==> config.mk <==
export PLATFORM = sky130hd
export DESIGN_NAME = enc8_rr_queue
export DESIGN_NICKNAME = d
export VERILOG_FILES = /design/src/rtl/enc8_rr_queue.sv
export SDC_FILE = /design/constraint.sdc
export NUM_CORES = 1
export LEC_CHECK = 0
export BUFFER_PORTS_ARGS = -buffer_cell sky130_fd_sc_hd__buf_4
export CAP_MARGIN = 5
export CELL_PAD_IN_SITES_DETAIL_PLACEMENT = 0
export CELL_PAD_IN_SITES_GLOBAL_PLACEMENT = 1
export CORE_MARGIN = 10
export CORE_UTILIZATION = 46
export CTS_BUF_LIST = sky130_fd_sc_hd__clkbuf_2 sky130_fd_sc_hd__clkbuf_4 sky130_fd_sc_hd__clkbuf_8
export CTS_CLUSTER_SIZE = 25
export DETAILED_ROUTE_END_ITERATION = 8
export PLACE_DENSITY = 0.81
export SYNTH_ARGS = -nofsm -noshare
export SYNTH_HDL_FRONTEND = slang
export SYNTH_SLANG_ARGS = --single-unit
==> constraint.sdc <==
create_clock -name clk -period 5.6 [get_ports clk]
set_clock_uncertainty 0.2 [all_clocks]
set_input_delay 1.4 -clock clk [delete_from_list [all_inputs] [get_ports clk]]
set_output_delay 1.4 -clock clk [all_outputs]
set_load 0.05 [all_outputs]
==> src/rtl/enc8_rr_queue.sv <==
`default_nettype none
// ============================================================================
// Module   : enc8_rr_queue
// Brief    : Sequential 8-to-3 request encoder. Request pulses on req_in are
//            collected into a pending vector. One 3-bit index is issued per
//            valid/ready transfer, using round-robin or fixed-priority
//            selection (chosen by RR_EN).
// Revision : 1.0 - initial release
// ============================================================================
module enc8_rr_queue #(
    parameter bit RR_EN = 1'b1
) (
    input  logic       clk,
    input  logic       rst_n,
    input  logic [0:7] req_in,
    input  logic       clr,
    input  logic       out_ready,
    output logic [2:0] out_idx,
    output logic       out_valid,
    output logic [0:7] pending,
    output logic       collide
);

    // Registered state and next-state values
    logic [0:7] pending_q,   pending_d;
    logic [2:0] out_idx_q,   out_idx_d;
    logic       out_valid_q, out_valid_d;
    logic       collide_q,   collide_d;
    logic [2:0] ptr_q,       ptr_d;

    // Selection results (from registered pending only)
    logic [2:0] search_base;
    logic [2:0] cand;
    logic [2:0] sel_idx;
    logic       sel_found;
    logic       stage_free;
    logic       grant;
    logic [0:7] grant_mask;

    // Search pending from the start point; the first set bit wins
    always_comb begin
        search_base = RR_EN ? ptr_q : 3'd0;
        cand        = 3'd0;
        sel_idx     = 3'd0;
        sel_found   = 1'b0;
        for (int k = 0; k < 8; k++) begin
            cand = search_base + 3'(k);
            if (!sel_found && pending_q[cand]) begin
                sel_found = 1'b1;
                sel_idx   = cand;
            end
        end
    end

    // Decide whether a grant happens this edge and build its one-hot mask
    always_comb begin
        stage_free = !out_valid_q || out_ready;
        grant      = stage_free && sel_found;
        grant_mask = '0;
        for (int i = 0; i < 8; i++) begin
            grant_mask[i] = grant && (sel_idx == 3'(i));
        end
    end

    // Next-state: clear has priority, otherwise pending update and handshake
    always_comb begin
        pending_d   = pending_q;
        out_idx_d   = out_idx_q;
        out_valid_d = out_valid_q;
        collide_d   = collide_q;
        ptr_d       = ptr_q;
        if (clr) begin
            // out_idx intentionally holds across a clear
            pending_d   = '0;
            out_valid_d = 1'b0;
            collide_d   = 1'b0;
            ptr_d       = 3'd0;
        end else begin
            // A new pulse on the bit being granted survives as a fresh request
            pending_d = (pending_q & ~grant_mask) | req_in;
            collide_d = collide_q | (|(req_in & pending_q & ~grant_mask));
            if (stage_free) begin
                if (sel_found) begin
                    out_idx_d   = sel_idx;
                    out_valid_d = 1'b1;
                    ptr_d       = sel_idx + 3'd1;
                end else begin
                    out_valid_d = 1'b0;
                end
            end
        end
    end

    // State registers with asynchronous active-low reset
    always_ff @(posedge clk or negedge rst_n) begin
        if (!rst_n) begin
            pending_q   <= '0;
            out_idx_q   <= 3'd0;
            out_valid_q <= 1'b0;
            collide_q   <= 1'b0;
            ptr_q       <= 3'd0;
        end else begin
            pending_q   <= pending_d;
            out_idx_q   <= out_idx_d;
            out_valid_q <= out_valid_d;
            collide_q   <= collide_d;
            ptr_q       <= ptr_d;
        end
    end

    assign out_idx   = out_idx_q;
    assign out_valid = out_valid_q;
    assign pending   = pending_q;
    assign collide   = collide_q;

endmodule
`default_nettype wire

Word-level counts from Yosys, hierarchy flattened
Cells that the tools add are included.

operators by class
  shifts and indexed selects = 0
  bitwise logic cells = 15
  add/subtract/negate cells = 8
  eq/ne operators = 7
  $lt $le $gt $ge = 8
  reduce and logical (&&, ||, !) cells = 31
  multiply operators = 0
  divide/modulo/power cells = 0
  multiplexer cells = 48

operators with widths
  kind                                                                    number
  3-bit two-way mux                                                       11
  4-bit >= comparator (second input constant)                             8
  3-bit NOT with 4-bit output                                             8
  1-bit two-way mux                                                       28
  8-bit bitwise AND                                                       3
  1-bit binary-select mux with 3-bit select                               8
  1-bit logical AND                                                       16
  3-bit adder (second input constant)                                     4
  3-bit equality test (second input constant)                             4
  1-bit logical NOT                                                       8
  8-bit two-way mux                                                       1
  8-bit NOT                                                               1
  8-bit bitwise OR                                                        1
  8-bit OR reduction                                                      1
  3-bit by 1-bit adder with 3-bit output (second input constant)          2
  3-bit by 2-bit adder with 3-bit output (second input constant)          2
  3-bit by 2-bit equality test with 1-bit output (second input constant)  2
  2-bit nonzero test                                                      2
  3-bit by 1-bit equality test with 1-bit output (second input constant)  1
  3-bit logical NOT                                                       1
  3-bit AND reduction                                                     1
  2-bit AND reduction                                                     1
  1-bit logical OR                                                        1
  1-bit NOT                                                               1
  1-bit bitwise OR                                                        1

word-level totals
  ROM bits = 0
  bits in latches = 0
  logic and storage cells = 122
  flip-flop bits (word level) = 16
  output and inout bits = 13
  bits in writable memories = 0
  input port bits = 12
  memories kept = 0

Logic depth before layout (Yosys ltp)
  depth in word-level cells = 33
  mapped depth = 18
  gate-level depth less buffers = 15

Least setup slack after synthesis
No wires, ideal clock.

  path type = reg-to-reg
  start point = reg ptr_q[1]
  end point = reg collide_q (netlist: collide)
  cell stages (with the launch flop) = 18
  path buffers = 2
  arrival time = 3902 ps
  slack = 1353 ps
  data required time = 5254 ps
  setup time = 146 ps
  clock period less this slack = 4247 ps
  cells stage by stage = dfrtp_1 > clkbuf_1 > inv_1 > ha_1 > clkbuf_1 > inv_1 > mux4_2 > a32oi_1 > or3_4 > or2_0 > or3_1 > a31o_1 > inv_1 > ha_1 > nor2_1 > or3_1 > a31oi_1 > a41oi_1

between the ends
  cells in the longest elaborated chain, start to end = 33
  elaborated cells on any way between the ends = 91
  classes of those cells = add/sub: 7; eq/ne: 7; mux: 41; bitwise: 11; reduce/logical: 25

RTL lines
  what                                                                             line  RTL
  from (decl)                                                                      29    logic [2:0] ptr_q, ptr_d;
  from (signal assigned)                                                           107   ptr_q <= ptr_d;
  branches (longest 25 deep; another with 3-bit by 1-bit adder with 3-bit output)  n/a
  3-bit two-way mux *                                                              48    if (!sel_found && pending_q[cand]) begin
  named net sel_idx[1]                                                             34    logic [2:0] sel_idx;
  3-bit equality test (tied with other cells)                                      61    grant_mask[i] = grant && (sel_idx == 3'(i));
  1-bit logical AND                                                                61
  8-bit NOT *                                                                      81    collide_d = collide_q | (|(req_in & pending_q & ~grant_mask));
  8-bit bitwise AND *                                                              81
  8-bit OR reduction *                                                             81
  1-bit bitwise OR *                                                               81
  1-bit two-way mux *                                                              72    if (clr) begin
  named net collide_d                                                              28    logic collide_q, collide_d;
  to (signal assigned)                                                             106   collide_q <= collide_d;
  to (decl)                                                                        28

Mark *: on every way through the listed nets, which the timed path passes. The select of a mux whose other input is x is not followed.
A chain may end at the register's enable or synchronous reset.

Worst setup path after layout
Same ends and word-level chain as after synthesis.

==> impl_metrics.py <==
metrics = {
    "clock_tree": {
        "hold_buffers": 0,
        "cts_resized": 0,
        "cts.sinks": 16,
        "clock_path_buffers": 2,
        "cts.clk_slew.worst_paths_ns": 0.06,
        "cts_htree_levels": 1,
        "cts_root_buffer": "clkbuf_8",
        "cts_setup_buffers": 0,
        "clk-insertion-delay-late_ns": 0.25,
        "cts_inserted_buffers": 3,
        "cts_tree": "yes",
    },
    "logic_synthesis": {
        "async_flop_share_pct": 100,
        "synth_top_area_cell": "dfrtp_1",
        "synth-seq-area-share_pct": 20.1,
        "syn-instance-count": 231,
        "synth_nets": 250,
        "synth-main-ff-cell": "dfrtp_1",
        "synthesis.area_sq_um": 1990,
        "yosysUniqueCellTypes": 53,
        "ys_top_cells_by_area": "dfrtp_1, mux4_2, mux2i_1",
        "ys_warn_count": 0,
        "synth-seq-cells": 16,
        "synth_edf_count": 0,
        "yosys.area.top_type_share_pct": 20.1,
        "synth_area_per_cell_sq_um": 8.61,
    },
    "routing": {
        "viasPerCell": 6.42,
        "vias": 1875,
        "drt_first_pass_iters": 4,
        "wl_mm": 5.70,
        "wl_per_cell_um": 19.5,
        "drc_errors": 0,
        "drt-initial-drc-count": 209,
        "ant_nets": 0,
    },
    "setup_path": {
        "arrival_ns": 4.27,
        "start_kind": "flop",
        "cpPeakStageDelay_ns": 0.47,
        "cp_max_fo": 6,
        "crit_required_ns": 5.52,
        "r2r_end": "collide",
        "crit_chain": "inv_1 > ha_1 > xor2_1 > mux4_2 > a221o_1 > or2_1 > nor2_1 > a211oi_1 > a31oi_1 > ha_1 > a21oi_1 > or3_1 > a31oi_1 > a41oi_1",
        "criticalPathCategory": "flop to flop",
        "crit_path_end_kind": "flop",
        "rr_startpoint": "ptr_q[1]",
        "ff2ff_path_depth": 14,
        "slowest_stage": "xor2_1",
        "reg2reg_slack_ns": 1.25,
    },
    "sta": {
        "relSlewSlack_pct": 53.5,
        "fmax_ghz": 0.230,
        "post-route-period-util_pct": 77.7,
        "finalSetupViolations": 0,
        "setup_tns_ns": 0,
        "worst_pin_slew_ns": 0.697,
        "finalCriticalPeriod_ns": 4.35,
        "hold_viol": 0,
        "rsz0062_at_grt": "false",
        "hold_slack_ns": 0.316,
        "finalMaxSlewViolations": 0,
    },
    "run": {
        "drv_cap": 0,
    },
    "floorplanning": {
        "start_util_pct": 48.7,
        "die-area_sq_um": 7350,
        "die_h_um": 85.7,
        "io_pins": 25,
        "core_area_sq_um": 4090,
        "dieWidth_um": 85.7,
        "std_cell_rows": 23,
    },
    "global_routing": {
        "antenna_found_initial": 0,
        "grt_overflow_total": 0,
        "grt_pass1_vias": 1834,
        "grt_pass1_wl_mm": 9.47,
        "grt_usage_pct": 15.4,
        "grt_max_degree": 29,
    },
    "placement": {
        "place_congestion": 0.880,
        "io_buffers": 24,
        "placed_area_sq_um": 2140,
        "dp_hpwl_mm": 4.32,
    },
    "layout": {
        "layout.nets": 263,
        "diodes": 0,
        "n_fill_cell": 414,
        "final_cell_mix": "buf_4, nor2_1, a21oi_1, nand2_1, dfrtp_1",
        "drive_gt1_share_pct": 25.2,
        "synthToLayoutAreaGrowth_pct": 9.57,
        "final_common_cell": "buf_4",
        "fin_area_sq_um": 2180,
    },
    "run_status": {
        "status": "finished clean",
    },
    "hold_path": {
        "hp-class": "flop to flop",
        "holdPathEnd": "out_idx[0]",
        "hp-start": "out_idx[0]",
        "min_delay_path_depth": 1,
    },
}
==> cells by family (layout without fill, tap and decap cells) <==
kind of cell	Yosys count	count (layout)	share of synthesized area [%]
flip-flops	16	16	20.1
multiplexers	32	32	22.6
buffers and inverters	30	41	7.74
XOR/XNOR	2	2	0.881
adder cells (fa/ha/maj)	7	7	4.41
AO/OA/AOI/OAI	70	70	24.4
AND/OR/NAND/NOR	74	74	19.8
==> through the flow <==
step,util [%],cells,setup slack [ns]
2_1_floorplan,-,231,1.35
3_3_place_gp,52.3,289,1.35
3_5_place_dp,52.3,289,1.30
4_1_cts,53.3,292,1.30
5_1_grt,53.3,292,0.944
6_report,53.3,292,1.25
==> how the worst max path moves through the flow <==
stage	startpoint	endpoint	slack [ns]	cells after the start
floorplan	ptr_q[1]	collide	1.35	17
global placement	ptr_q[1]	collide	1.35	14
detailed placement	ptr_q[1]	collide	1.30	14
CTS	ptr_q[1]	collide	1.30	14
global route	ptr_q[2]	collide	0.94	12
finish	ptr_q[1]	collide	1.25	14
==> worst max-delay path, delay by kind of cell (launching register included) <==
kind / cells / cell delay, ns
adders and majority gates: 2 / 0.59
xor gates and xnor gates: 1 / 0.47
DFF: 1 / 0.38
AOI/OAI and AO/OA: 6 / 1.18
and+or+nand+nor: 3 / 0.78
muxes: 1 / 0.44
buffers and inverters: 1 / 0.18
==> metal layers <==
layer | up-vias | global-route usage, % | routed length [um]
met2 | 56 | 25.3 | 2780
met4 | 0 | 6.29 | 104
met5 | - | 0 | 0
met1 | 919 | 19.9 | 2580
li1 | 892 | - | -
met3 | 8 | 1.61 | 229
==> area by class of cell <==
class / instances / area (sq um) / area share [%]
repair buffers: 26 / 195 / 8.96
inverters: 12 / 45.0 / 2.07
well taps: 50 / 62.6 / 2.87
multi-input cells: 185 / 1430 / 65.8
flip-flops and latches: 16 / 400 / 18.4
clock buffers: 3 / 41.3 / 1.90
==> synthesized netlist by cell type, types with 3 or more instances <==
| cell type | instances |
|---|---|
| o21ai_0 | 7 |
| o21ai_1 | 4 |
| mux2_2 | 9 |
| a31oi_1 | 4 |
| ha_1 | 7 |
| buf_2 | 3 |
| dfrtp_1 | 16 |
| mux2i_1 | 13 |
| inv_1 | 12 |
| a311oi_1 | 3 |
| nand2_1 | 19 |
| a211oi_1 | 8 |
| nor2_1 | 22 |
| a21oi_1 | 19 |
| o211ai_1 | 6 |
| clkbuf_1 | 11 |
| mux4_2 | 9 |
| nor3_1 | 6 |
| o22ai_1 | 4 |
==> flip-flops by register name, indices dropped and copies added, names as in the netlist <==
register,count
out_valid,1
collide,1
out_idx,3
ptr_q,3
pending,8
Power is left out: the tool's default activity adds up to more than one toggle a clock period on the data nets, which glitch-free logic cannot reach.
